<file path="src/rtl/input_cond_pkg.sv">
// Shared encodings and widths for the input conditioner and its debounce FSM.
package input_cond_pkg;

    localparam int unsigned STATE_SIZE      = 2;
    localparam int unsigned EVENT_CNT_WIDTH = 8;

    typedef enum logic [STATE_SIZE-1:0] {
        STABLE_LOW  = 2'b00,
        CHECK_HIGH  = 2'b01,
        STABLE_HIGH = 2'b10,
        CHECK_LOW   = 2'b11
    } state_e;

endpackage

</file>
<file path="src/rtl/sync_chain.sv">
// Multi-flop synchroniser for a single asynchronous input; reset clears every stage.
module sync_chain #(
    parameter int unsigned SYNC_STAGES = 2
) (
    input  logic clk,
    input  logic reset,
    input  logic d,
    output logic q
);

    logic [SYNC_STAGES-1:0] stages_q;

    always_ff @(posedge clk or posedge reset) begin
        if (reset) begin
            stages_q <= '0;
        end else begin
            stages_q <= {stages_q[SYNC_STAGES-2:0], d};
        end
    end

    assign q = stages_q[SYNC_STAGES-1];

endmodule

</file>
<file path="src/rtl/input_conditioner.sv">
// Synchronises and debounces raw_in, emitting one-cycle pulses on qualified edges
// for the downstream pulse-counting FSM.
module input_conditioner
    import input_cond_pkg::*;
#(
    parameter int unsigned SYNC_STAGES     = 2,
    parameter int unsigned DEBOUNCE_CYCLES = 4,
    parameter bit          PULSE_ON_RISE   = 1'b1,
    parameter bit          PULSE_ON_FALL   = 1'b0
) (
    input  logic                       clk,
    input  logic                       reset,
    input  logic                       raw_in,
    input  logic                       en,
    output logic                       level_out,
    output logic                       pulse_out,
    output logic [EVENT_CNT_WIDTH-1:0] event_count
);

    localparam int unsigned CNT_LOG   = $clog2(DEBOUNCE_CYCLES);
    localparam int unsigned CNT_WIDTH = (CNT_LOG < 1) ? 1 : CNT_LOG;
    localparam logic [CNT_WIDTH-1:0] CNT_MAX = CNT_WIDTH'(DEBOUNCE_CYCLES - 1);

    logic                       sync_in;
    state_e                     state_q, state_d;
    logic [CNT_WIDTH-1:0]       cnt_q, cnt_d;
    logic                       level_q, level_d;
    logic                       pulse_q, pulse_d;
    logic [EVENT_CNT_WIDTH-1:0] count_q, count_d;

    sync_chain #(
        .SYNC_STAGES(SYNC_STAGES)
    ) u_sync (
        .clk  (clk),
        .reset(reset),
        .d    (raw_in),
        .q    (sync_in)
    );

    always_comb begin
        state_d = state_q;
        cnt_d   = cnt_q;
        level_d = level_q;
        pulse_d = 1'b0;
        count_d = count_q;
        if (en) begin
            unique case (state_q)
                STABLE_LOW: begin
                    if (sync_in) begin
                        state_d = CHECK_HIGH;
                        cnt_d   = '0;
                    end
                end
                CHECK_HIGH: begin
                    if (!sync_in) begin
                        state_d = STABLE_LOW;
                    end else if (cnt_q == CNT_MAX) begin
                        state_d = STABLE_HIGH;
                        level_d = 1'b1;
                        pulse_d = PULSE_ON_RISE;
                    end else begin
                        cnt_d = cnt_q + CNT_WIDTH'(1);
                    end
                end
                STABLE_HIGH: begin
                    if (!sync_in) begin
                        state_d = CHECK_LOW;
                        cnt_d   = '0;
                    end
                end
                CHECK_LOW: begin
                    if (sync_in) begin
                        state_d = STABLE_HIGH;
                    end else if (cnt_q == CNT_MAX) begin
                        state_d = STABLE_LOW;
                        level_d = 1'b0;
                        pulse_d = PULSE_ON_FALL;
                    end else begin
                        cnt_d = cnt_q + CNT_WIDTH'(1);
                    end
                end
                default: state_d = STABLE_LOW;
            endcase
        end
        // Event count advances on the same edge that registers the pulse.
        if (pulse_d) begin
            count_d = count_q + EVENT_CNT_WIDTH'(1);
        end
    end

    always_ff @(posedge clk or posedge reset) begin
        if (reset) begin
            state_q <= STABLE_LOW;
            cnt_q   <= '0;
            level_q <= 1'b0;
            pulse_q <= 1'b0;
            count_q <= '0;
        end else begin
            state_q <= state_d;
            cnt_q   <= cnt_d;
            level_q <= level_d;
            pulse_q <= pulse_d;
            count_q <= count_d;
        end
    end

    assign level_out   = level_q;
    assign pulse_out   = pulse_q;
    assign event_count = count_q;

endmodule

</file>
<file path="config.mk">
export PLATFORM = sky130hd
export DESIGN_NAME = input_conditioner
export DESIGN_NICKNAME = d
export VERILOG_FILES = /design/src/rtl/input_cond_pkg.sv /design/src/rtl/sync_chain.sv /design/src/rtl/input_conditioner.sv
export SDC_FILE = /design/constraint.sdc
export NUM_CORES = 1
export LEC_CHECK = 0
export ABC_AREA = 1
export ABC_CLOCK_PERIOD_IN_PS = 1200
export BUFFER_PORTS_ARGS = -buffer_cell sky130_fd_sc_hd__buf_2
export CORE_ASPECT_RATIO = 1.4
export CORE_MARGIN = 2
export CORE_UTILIZATION = 35
export CTS_BUF_LIST = sky130_fd_sc_hd__clkbuf_16
export CTS_CLUSTER_DIAMETER = 120
export DETAILED_ROUTE_END_ITERATION = 7
export PLACE_DENSITY_LB_ADDON = 0.08
export SKIP_CTS_REPAIR_TIMING = 1
export SYNTH_ARGS = -nofsm -noshare
export SYNTH_HDL_FRONTEND = slang
export SYNTH_SLANG_ARGS = --single-unit
</file>
<file path="constraint.sdc">
create_clock -name clk -period 1.2 [get_ports clk]
set_clock_uncertainty 0.05 [all_clocks]
set_input_delay 0.06 -clock clk [delete_from_list [all_inputs] [get_ports clk]]
set_output_delay 0.06 -clock clk [all_outputs]
set_load 0.03 [all_outputs]
</file>
==> results.ini, run 1 <==
[timing]
finalHoldViolCount=0
finalSetupViolCount=3
fin_crit_sh_pct=105
fin_ws_ns=-0.0595
fmax_mhz=794
final-max-slew-violation-count=0
worst_pin_slew_ns=0.206
min_period_ns=1.26
timing.slew.headroom_pct=86.2
rsz0062_at_grt=true
setup_tns_ns=-0.120

[job]
max_cap_viol_count=0

[drt]
dr.first_iter.drc_count=14
vias_per_cell=4.67
vias=672
drt_drc_violations_left=0
routedWlPerCell_um=11.2
drtAntennaViolNets=0
drt-total-wl_mm=1.61
dr.pass1.iters=4

[yosys]
synth.cell_area_sq_um=802
ys_ff_latch=16
synth_largest_area_cell=dfrtp_1
synthMuxAreaShare_pct=0
synthesis.nets=105
synth_top_family_by_area=simple AND/OR/NAND/NOR gates
ys_seq_area_share_pct=49.9
synth_compound_area_share_pct=4.37
avgSynthCellArea_sq_um=8.18
synth-simple-area-share_pct=30.3
ys_top_cells_by_area=dfrtp_1, nand2_1, inv_1
synthCells=98
synth-xor-area-share_pct=3.28
synth.distinct_cells=19
synth_warnings=0
synth_top_area_share_pct=49.9
synthAdderAreaFrac_pct=4.68

[floorplanning]
initial_core_util_pct=36.8
pin_count=14
row_count=20
die_y_um=60.6
coreArea_sq_um=2180
die_x_um=44.5
dieArea_sq_um=2700

[pwr]
ir_drop_uv=880
power.switching_mw=0.575
sequentialPowerShare_pct=39.5
p_int_mw=1.27
pwr-share-comb_pct=25.8
power_density_nw_per_um2=1740
total_leakage_power_nw=0.554
clockPowerShare_pct=34.6
switching_share_pct=31.1
p_total_mw=1.85

[clock_tree]
htree_num_levels=1
ctsRootBufferMaster=clkbuf_16
numCtsBuffers=3
clock_latency_ns=0.24
cts.sinks=16
cts_tree=yes
clkTransAtPathRegs_ns=0.05
clockBufferDepth=2

[worst_setup_path]
cp_data_required_time_ns=1.28
end_kind=flop
r2r_end=event_count[3]
r2r_start=cnt_q[1]
r2r_cells=7
path_max_fanout=5
start_kind=flop
arrival_ns=1.34
r2r_slack_ns=-0.06
criticalPathCategory=flop to flop

[status]
status=complete, but fails checks
violations=negative setup slack

[global_route]
grt_antenna_before_repair=0
grt_util_all_layers_pct=14.3
grt_overflow=0
grt_max_degree=17
grt_first_pass_wirelength_mm=2.70
grt_pass1_vias=656

[finish]
drive_gt1_share_pct=32.0
synthToLayoutAreaGrowth_pct=32.3
antenna_cells=0
nets=130
fillCellCount=240

[min_path]
whs_path_depth=3
holdPathEnd=cnt_q[1]
hold_start=en
hp-class=primary input to flop

[placed_design]
io_buffers=13
pre_cts_ws_ns=-0.0616
gp_congestion=0.805
hpwl_mm=1.16

==> routing by layer <==
layer / vias to the layer above / wire (um) / share of wire (%) / GRT usage [%]
met5: - / 0 / 0 / 0
met4: 0 / 24 / 1.5 / 9.96
met3: 2 / 38 / 2.4 / 2.68
met2: 7 / 886 / 55 / 25.6
met1: 314 / 662 / 41 / 14.8
li1: 349 / - / - / -
==> logic make-up (layout without fill, tap and decap cells) <==
logic type,after synthesis,count (layout)
compound gates,7,7
buf+inv,14,38
simple gates,55,55
xor+xnor,3,3
flops,16,16
fa+ha+maj,3,3
==> cell usage after synthesis (all sizes together) <==
| cell | n |
|---|---|
| nand4 | 1 |
| xor2 | 1 |
| inv | 13 |
| nand3b | 1 |
| or2 | 1 |
| nor2 | 4 |
| ha | 3 |
| dfrtp | 16 |
| o21ai | 7 |
| buf | 1 |
| xnor2 | 2 |
| nand3 | 6 |
| nand2 | 42 |
==> stage by stage <==
stage               hold slack (ns)  std cells  utilization [%]  instance area, sq um
global route                  0.121        144             48.7                  1060
floorplan                   -0.0765         98                -                   808
CTS                          -0.235        141             46.2                  1010
detailed placement           0.0256        137             42.6                   927
finish                       0.0941        144             48.7                  1060
global placement             0.0255        137             42.6                   927
==> sequential cells by signal, summed over array words and instances (netlist names), named ones only <==
signal and count:
state_q 1, event_count 8, u_sync.stages_q 2, cnt_q 2, level_out 1, pulse_out 1
==> placed cells by master, fill, tap and decap left out, drive strengths merged <==
| cell type | synthesis | final |
|---|---|---|
| buf | 1 | 19 |
| clkbuf | 0 | 3 |
| dfrtp | 16 | 16 |
| dlygate4sd3 | 0 | 2 |
| ha | 3 | 3 |
| inv | 13 | 14 |
| nand2 | 42 | 42 |
| nand3 | 6 | 6 |
| nand3b | 1 | 1 |
| nand4 | 1 | 1 |
| nor2 | 4 | 4 |
| o21ai | 7 | 7 |
| or2 | 1 | 1 |
| xnor2 | 2 | 2 |
| xor2 | 1 | 1 |
==> power by group through the flow <==
stage,Combinational [mW],Clock (mW),Sequential (mW)
floorplan,0.229,0,0.815
global placement,0.457,0,0.737
detailed placement,0.459,0,0.740
CTS,0.460,0.653,0.732
global route,0.556,0.667,0.746
finish,0.477,0.640,0.730
==> final cells by class <==
type | count | area [sq um] | area share (%)
clock buffer | 3 | 75.1 | 7.08
clock inverter | 1 | 3.75 | 0.354
inverter | 13 | 48.8 | 4.60
multi-input combinational | 68 | 364 | 34.3
sequential | 16 | 404 | 38.1
tap | 22 | 27.5 | 2.59
timing repair buffer | 21 | 138 | 13.0
==> worst max-delay path, stage by stage (launching register included) <==
cell and delay (ns):
dfrtp_1 0.35, ha_2 0.19, nand3_2 0.08, nor2_4 0.20, buf_6 0.14, nand2_2 0.04, nand2_1 0.05, nand2_1 0.05
==> worst max path at each step <==
stage | slack [ns] | cells past startpoint | endpoint | startpoint
floorplan | -0.004 | 5 | event_count[4] | event_count[0]
global placement | -0.01 | 7 | event_count[3] | cnt_q[1]
detailed placement | -0.06 | 6 | event_count[2] | cnt_q[1]
CTS | -0.10 | 7 | event_count[3] | cnt_q[1]
global route | -0.13 | 7 | event_count[3] | cnt_q[1]
finish | -0.06 | 7 | event_count[3] | cnt_q[1]
Note: power is estimated with default switching activity, not from simulation.
==> run 2: changes to the inputs <==
ABC_AREA = 0   (was 1)
==> run 2 against run 1 <==
  * The flow still finishes with violations (negative setup slack)
  * Synthesized cell count down 36%
  * Core utilization up 5.1 points
  * Register-to-register slack worse by 0.09 ns
  * Highest routed layer unchanged
  * Largest power group unchanged
  * First-iteration DRC count down 29%
==> results.ini, run 2 <==
[finish]
mostFrequentLayoutCell=dfrtp_1
largest_reg_flops=8
synthToLayoutAreaGrowth_pct=43.2
nets=102
antenna_cells=0
drive_gt1_share_pct=46.8
fin_cells=115
final_cell_mix=dfrtp_1, buf_2, buf_4, inv_1, xnor2_1

[worst_setup_path]
startpoint=cnt_q[0]
criticalPathCategory=flop to flop
cp_data_required_time_ns=1.28
start_kind=flop
r2r_start=cnt_q[0]
worstSetupEndpoint=event_count[1]
r2r_end=event_count[1]
arrival_ns=1.43
end_kind=flop
path_max_fanout=5
r2r_slack_ns=-0.15
r2r_cells=4

[floorplanning]
dieArea_sq_um=2540
die_x_um=43.1
initial_core_util_pct=37.6
pin_count=14
coreArea_sq_um=2000
die_y_um=58.8
row_count=19

[drt]
routedWlPerCell_um=12.9
drtAntennaViolNets=0
dr_wl_met3_um=59
drt-total-wl_mm=1.48
drt_drc_violations_left=0
dr.first_iter.drc_count=10
dr.pass1.iters=4
vias=581
vias_per_cell=5.05
drt-met1-wl_um=632
top_layer=met4
dr_wl_met2_um=750

[pwr]
ir_drop_uv=936
power_density_nw_per_um2=1590
total_leakage_power_nw=0.545

[timing]
worst_pin_slew_ns=0.234
final-max-slew-violation-count=0
timing.slew.headroom_pct=84.4
fin_ws_ns=-0.148
fmax_mhz=742
finalHoldViolCount=0
finalSetupViolCount=10
hold_ws_ns=0.0638
min_period_ns=1.35
rsz0062_at_grt=true
fin_crit_sh_pct=112

[placed_design]
io_buffers=13
gp_congestion=0.761
place_inst=108
hpwl_mm=1.10

[yosys]
synthArstFlopShare_pct=100
synth_warnings=0
synth_commonest_cells=dfrtp_1, inv_1, xnor2_1
ys_ff_latch=16
synth_top_area_share_pct=53.3
synthCells=63
synth.cell_area_sq_um=751
synthesis.nets=70
synth_edf_count=0
synth_largest_area_cell=dfrtp_1
synth_most_common_cell=dfrtp_1
synth-main-ff-cell=dfrtp_1
avgSynthCellArea_sq_um=11.9
synth.distinct_cells=25
ys_seq_area_share_pct=53.3
ys_top_cells_by_area=dfrtp_1, xnor2_1, ha_1

[clock_tree]
clockBufferDepth=2
numCtsBuffers=3
clock_latency_ns=0.25
ctsRootBufferMaster=clkbuf_16
htree_num_levels=1
clkTransAtPathRegs_ns=0.05
cts_tree=yes
cts.sinks=16

[job]
max_cap_viol_count=0

[min_path]
hp-class=primary input to flop
whs_path_depth=2

[global_route]
grt_util_all_layers_pct=13.9
grt_antenna_before_repair=0
grt_pass1_vias=598
grt_overflow=0
grt_first_pass_wirelength_mm=2.59
grt_max_degree=16

[status]
status=complete, but fails checks
violations=negative setup slack

run 2: changes by cell type in the layout (fill, tap and decap cells not counted), sizes merged, moves of 3 or more:
cell	before	now
buf	19	26
and2	0	3
inv	14	6
nor2	4	1
xnor2	2	5
nand2	42	3
o21ai	7	2
run 2: where the power goes:
part	total [mW]	internal, mW	switching (mW)
clock network	0.648	0.442	0.206
logic	0.405	0.220	0.185
registers	0.658	0.604	0.0539
run 2: stage by stage:
stage | TNS [ns] | setup WS [ns] | power [mW] | util (%) | instance area (sq um)
CTS | -0.922 | -0.160 | 1.71 | 50.3 | 1000
global route | -1.54 | -0.194 | 1.81 | 53.8 | 1070
finish | -0.744 | -0.148 | 1.71 | 53.8 | 1070
floorplan | -0.536 | -0.169 | 0.859 | - | 756
global placement | -0.756 | -0.146 | 1.06 | 46.4 | 926
detailed placement | -0.797 | -0.153 | 1.05 | 46.4 | 926
run 2: how the worst min path moves through the flow:
stage           from            endpoint
2_1_floorplan  reset           async pin
3_3_place_gp   reset  u_sync.stages_q[0]
3_5_place_dp   reset  u_sync.stages_q[0]
4_1_cts        reset  u_sync.stages_q[0]
5_1_grt           en          state_q[0]
6_report          en          state_q[0]
run 2: logic make-up (layout without fill, tap and decap cells):
family          after synthesis  in the layout  share of synthesized area, %
xor+xnor                      8              8                          9.33
compound gates                8              8                          8.00
fa+ha+maj                     3              3                          5.00
buf+inv                       6             37                          4.00
mux                           2              2                          3.50
flops                        16             16                          53.3
simple gates                 20             20                          16.8
run 2: area by class of cell:
type | instances | area (sq um)
fillers | 190 | 922
multi-input cells | 41 | 367
well taps | 21 | 26.3
repair buffers | 28 | 183
clock inverters | 1 | 3.75
inverters | 5 | 18.8
clock buffers | 3 | 75.1
flip-flops and latches | 16 | 402
run 2: critical path, stage by stage (launching register included):
cell	delay, ns
dfrtp_1	0.35
ha_2	0.20
and4b_4	0.28
nand2_4	0.06
mux2_4	0.29
run 2: routing by layer:
layer,global-route usage [%],up-vias
met3,3.68,5
met5,0,-
met2,23.7,13
met4,7.79,0
met1,15.5,279
li1,-,284
==> run 3: changes to the inputs <==
ABC_CLOCK_PERIOD_IN_PS = 1220   (was 1200)
clock period = 1.22 ns   (was 1.2 ns; I/O delays follow)
==> run 3 against run 2 <==
  * The run still ends with negative setup slack left
  * Worst hold slack improved by 0.012 ns
  * Combinational power is 3% lower
  * Register-to-register slack improved by 0.02 ns
  * Sequential share of layout area up 0.073 points
  * Cell count shrank 0.87%
  * Routed wire length grew 0.74%
==> results.ini, run 3 (synthesis gave the netlist of run 2 again) <==
[status]
status=complete, but fails checks
violations=negative setup slack

[worst_setup_path]
r2r_cells=4
end_kind=flop
start_kind=flop
cp_data_required_time_ns=1.30
crit_buf_inv=0
arrival_ns=1.42
path_max_fanout=5
path_delay_family=flip-flops
crit_slowest_cell=dfrtp_1
worstPathCellList=ha_2 -> and4b_4 -> nand2_4 -> mux2_4
critPathMaxStageDelay_ns=0.35
criticalPathCategory=flop to flop
cp_num_cells=4

[clock_tree]
clock_latency_ns=0.24
cts.sinks=16
htree_num_levels=1
numCtsBuffers=3
cts_tree=yes
clockBufferDepth=2
clkTransAtPathRegs_ns=0.05
ctsRootBufferMaster=clkbuf_16

[placed_design]
hpwl_mm=1.09
io_buffers=13
pre_cts_ws_ns=-0.134
gp_congestion=0.758

[timing]
final-max-slew-violation-count=0
fmax_mhz=743
min_period_ns=1.35
finalHoldViolCount=0
finalSetupViolCount=10
rsz0062_at_grt=true
fin_crit_sh_pct=110
timing.slew.headroom_pct=85.0
worst_pin_slew_ns=0.225
fin_ws_ns=-0.125
hold_ws_ns=0.0758

[finish]
mostFrequentLayoutCell=dfrtp_1
synthToLayoutAreaGrowth_pct=43.3
drive_gt1_share_pct=48.4
nets=101
final_cell_mix=dfrtp_1, buf_2, buf_4, inv_1
fillCellCount=190
largest_reg_flops=8
antenna_cells=0

[floorplanning]
pin_count=14
initial_core_util_pct=37.6
row_count=19
die_x_um=43.1
dieArea_sq_um=2540
coreArea_sq_um=2000
die_y_um=58.8

[global_route]
grt_max_degree=17
grt_util_all_layers_pct=14.3
grt_overflow=0
grt_pass1_vias=580
grt_antenna_before_repair=0
grt_first_pass_wirelength_mm=2.66

[drt]
dr_wl_met2_um=714
vias=560
vias_per_cell=4.91
routedWlPerCell_um=13.1
dr.pass1.iters=4
top_layer=met4
drt_drc_violations_left=0
drt-met1-wl_um=680
drt-total-wl_mm=1.50
dr.first_iter.drc_count=23
drtAntennaViolNets=0
dr_wl_met3_um=55

[pwr]
total_leakage_power_nw=0.545
power_density_nw_per_um2=1560
ir_drop_uv=790

[min_path]
hp-class=primary input to flop
whs_path_depth=2

[job]
max_cap_viol_count=0

run 3: where the power goes:
part | switching, mW | leakage [nW] | internal [mW] | total [mW]
Combinational | 0.182 | 0.299 | 0.212 | 0.394
Sequential | 0.0561 | 0.207 | 0.594 | 0.650
Clock | 0.202 | 0.0385 | 0.435 | 0.637
Total | 0.440 | 0.545 | 1.24 | 1.68
run 3: final timing paths:
kind / startpoint / slack, ns / to
max: cnt_q[0] / -0.13 / event_count[1]
min: en / 0.08 / state_q[0]
max reg2reg: cnt_q[0] / -0.13 / event_count[1]
min reg2reg: u_sync.stages_q[0] / 0.30 / u_sync.stages_q[1]
max in group asynchronous: reset / 0.62 / event_count[0]
min in group asynchronous: reset / 0.30 / u_sync.stages_q[0]
run 3: final cells by class:
cell class | instances | area, sq um | share of cell area [%]
flip-flops and latches | 16 | 403 | 37.4
clock inverters | 1 | 3.75 | 0.349
inverters | 5 | 18.8 | 1.74
repair buffers | 27 | 175 | 16.3
well taps | 21 | 26.3 | 2.44
clock buffers | 3 | 75.1 | 6.98
multi-input cells | 41 | 374 | 34.8
run 3: through the flow:
step	utilization, %	area (sq um)	cells	power [mW]	setup TNS (ns)
global route	53.9	1080	114	1.77	-1.37
detailed placement	46.0	918	107	1.02	-0.588
finish	53.9	1080	114	1.68	-0.587
CTS	49.9	997	111	1.67	-0.638
global placement	46.0	918	107	1.02	-0.526
floorplan	-	756	63	0.846	-0.415
run 3: per-layer routing:
| layer | vias up | global-route usage [%] |
|---|---|---|
| met5 | - | 0 |
| met2 | 11 | 22.2 |
| met3 | 5 | 2.76 |
| li1 | 285 | - |
| met4 | 0 | 9.09 |
| met1 | 259 | 18.1 |
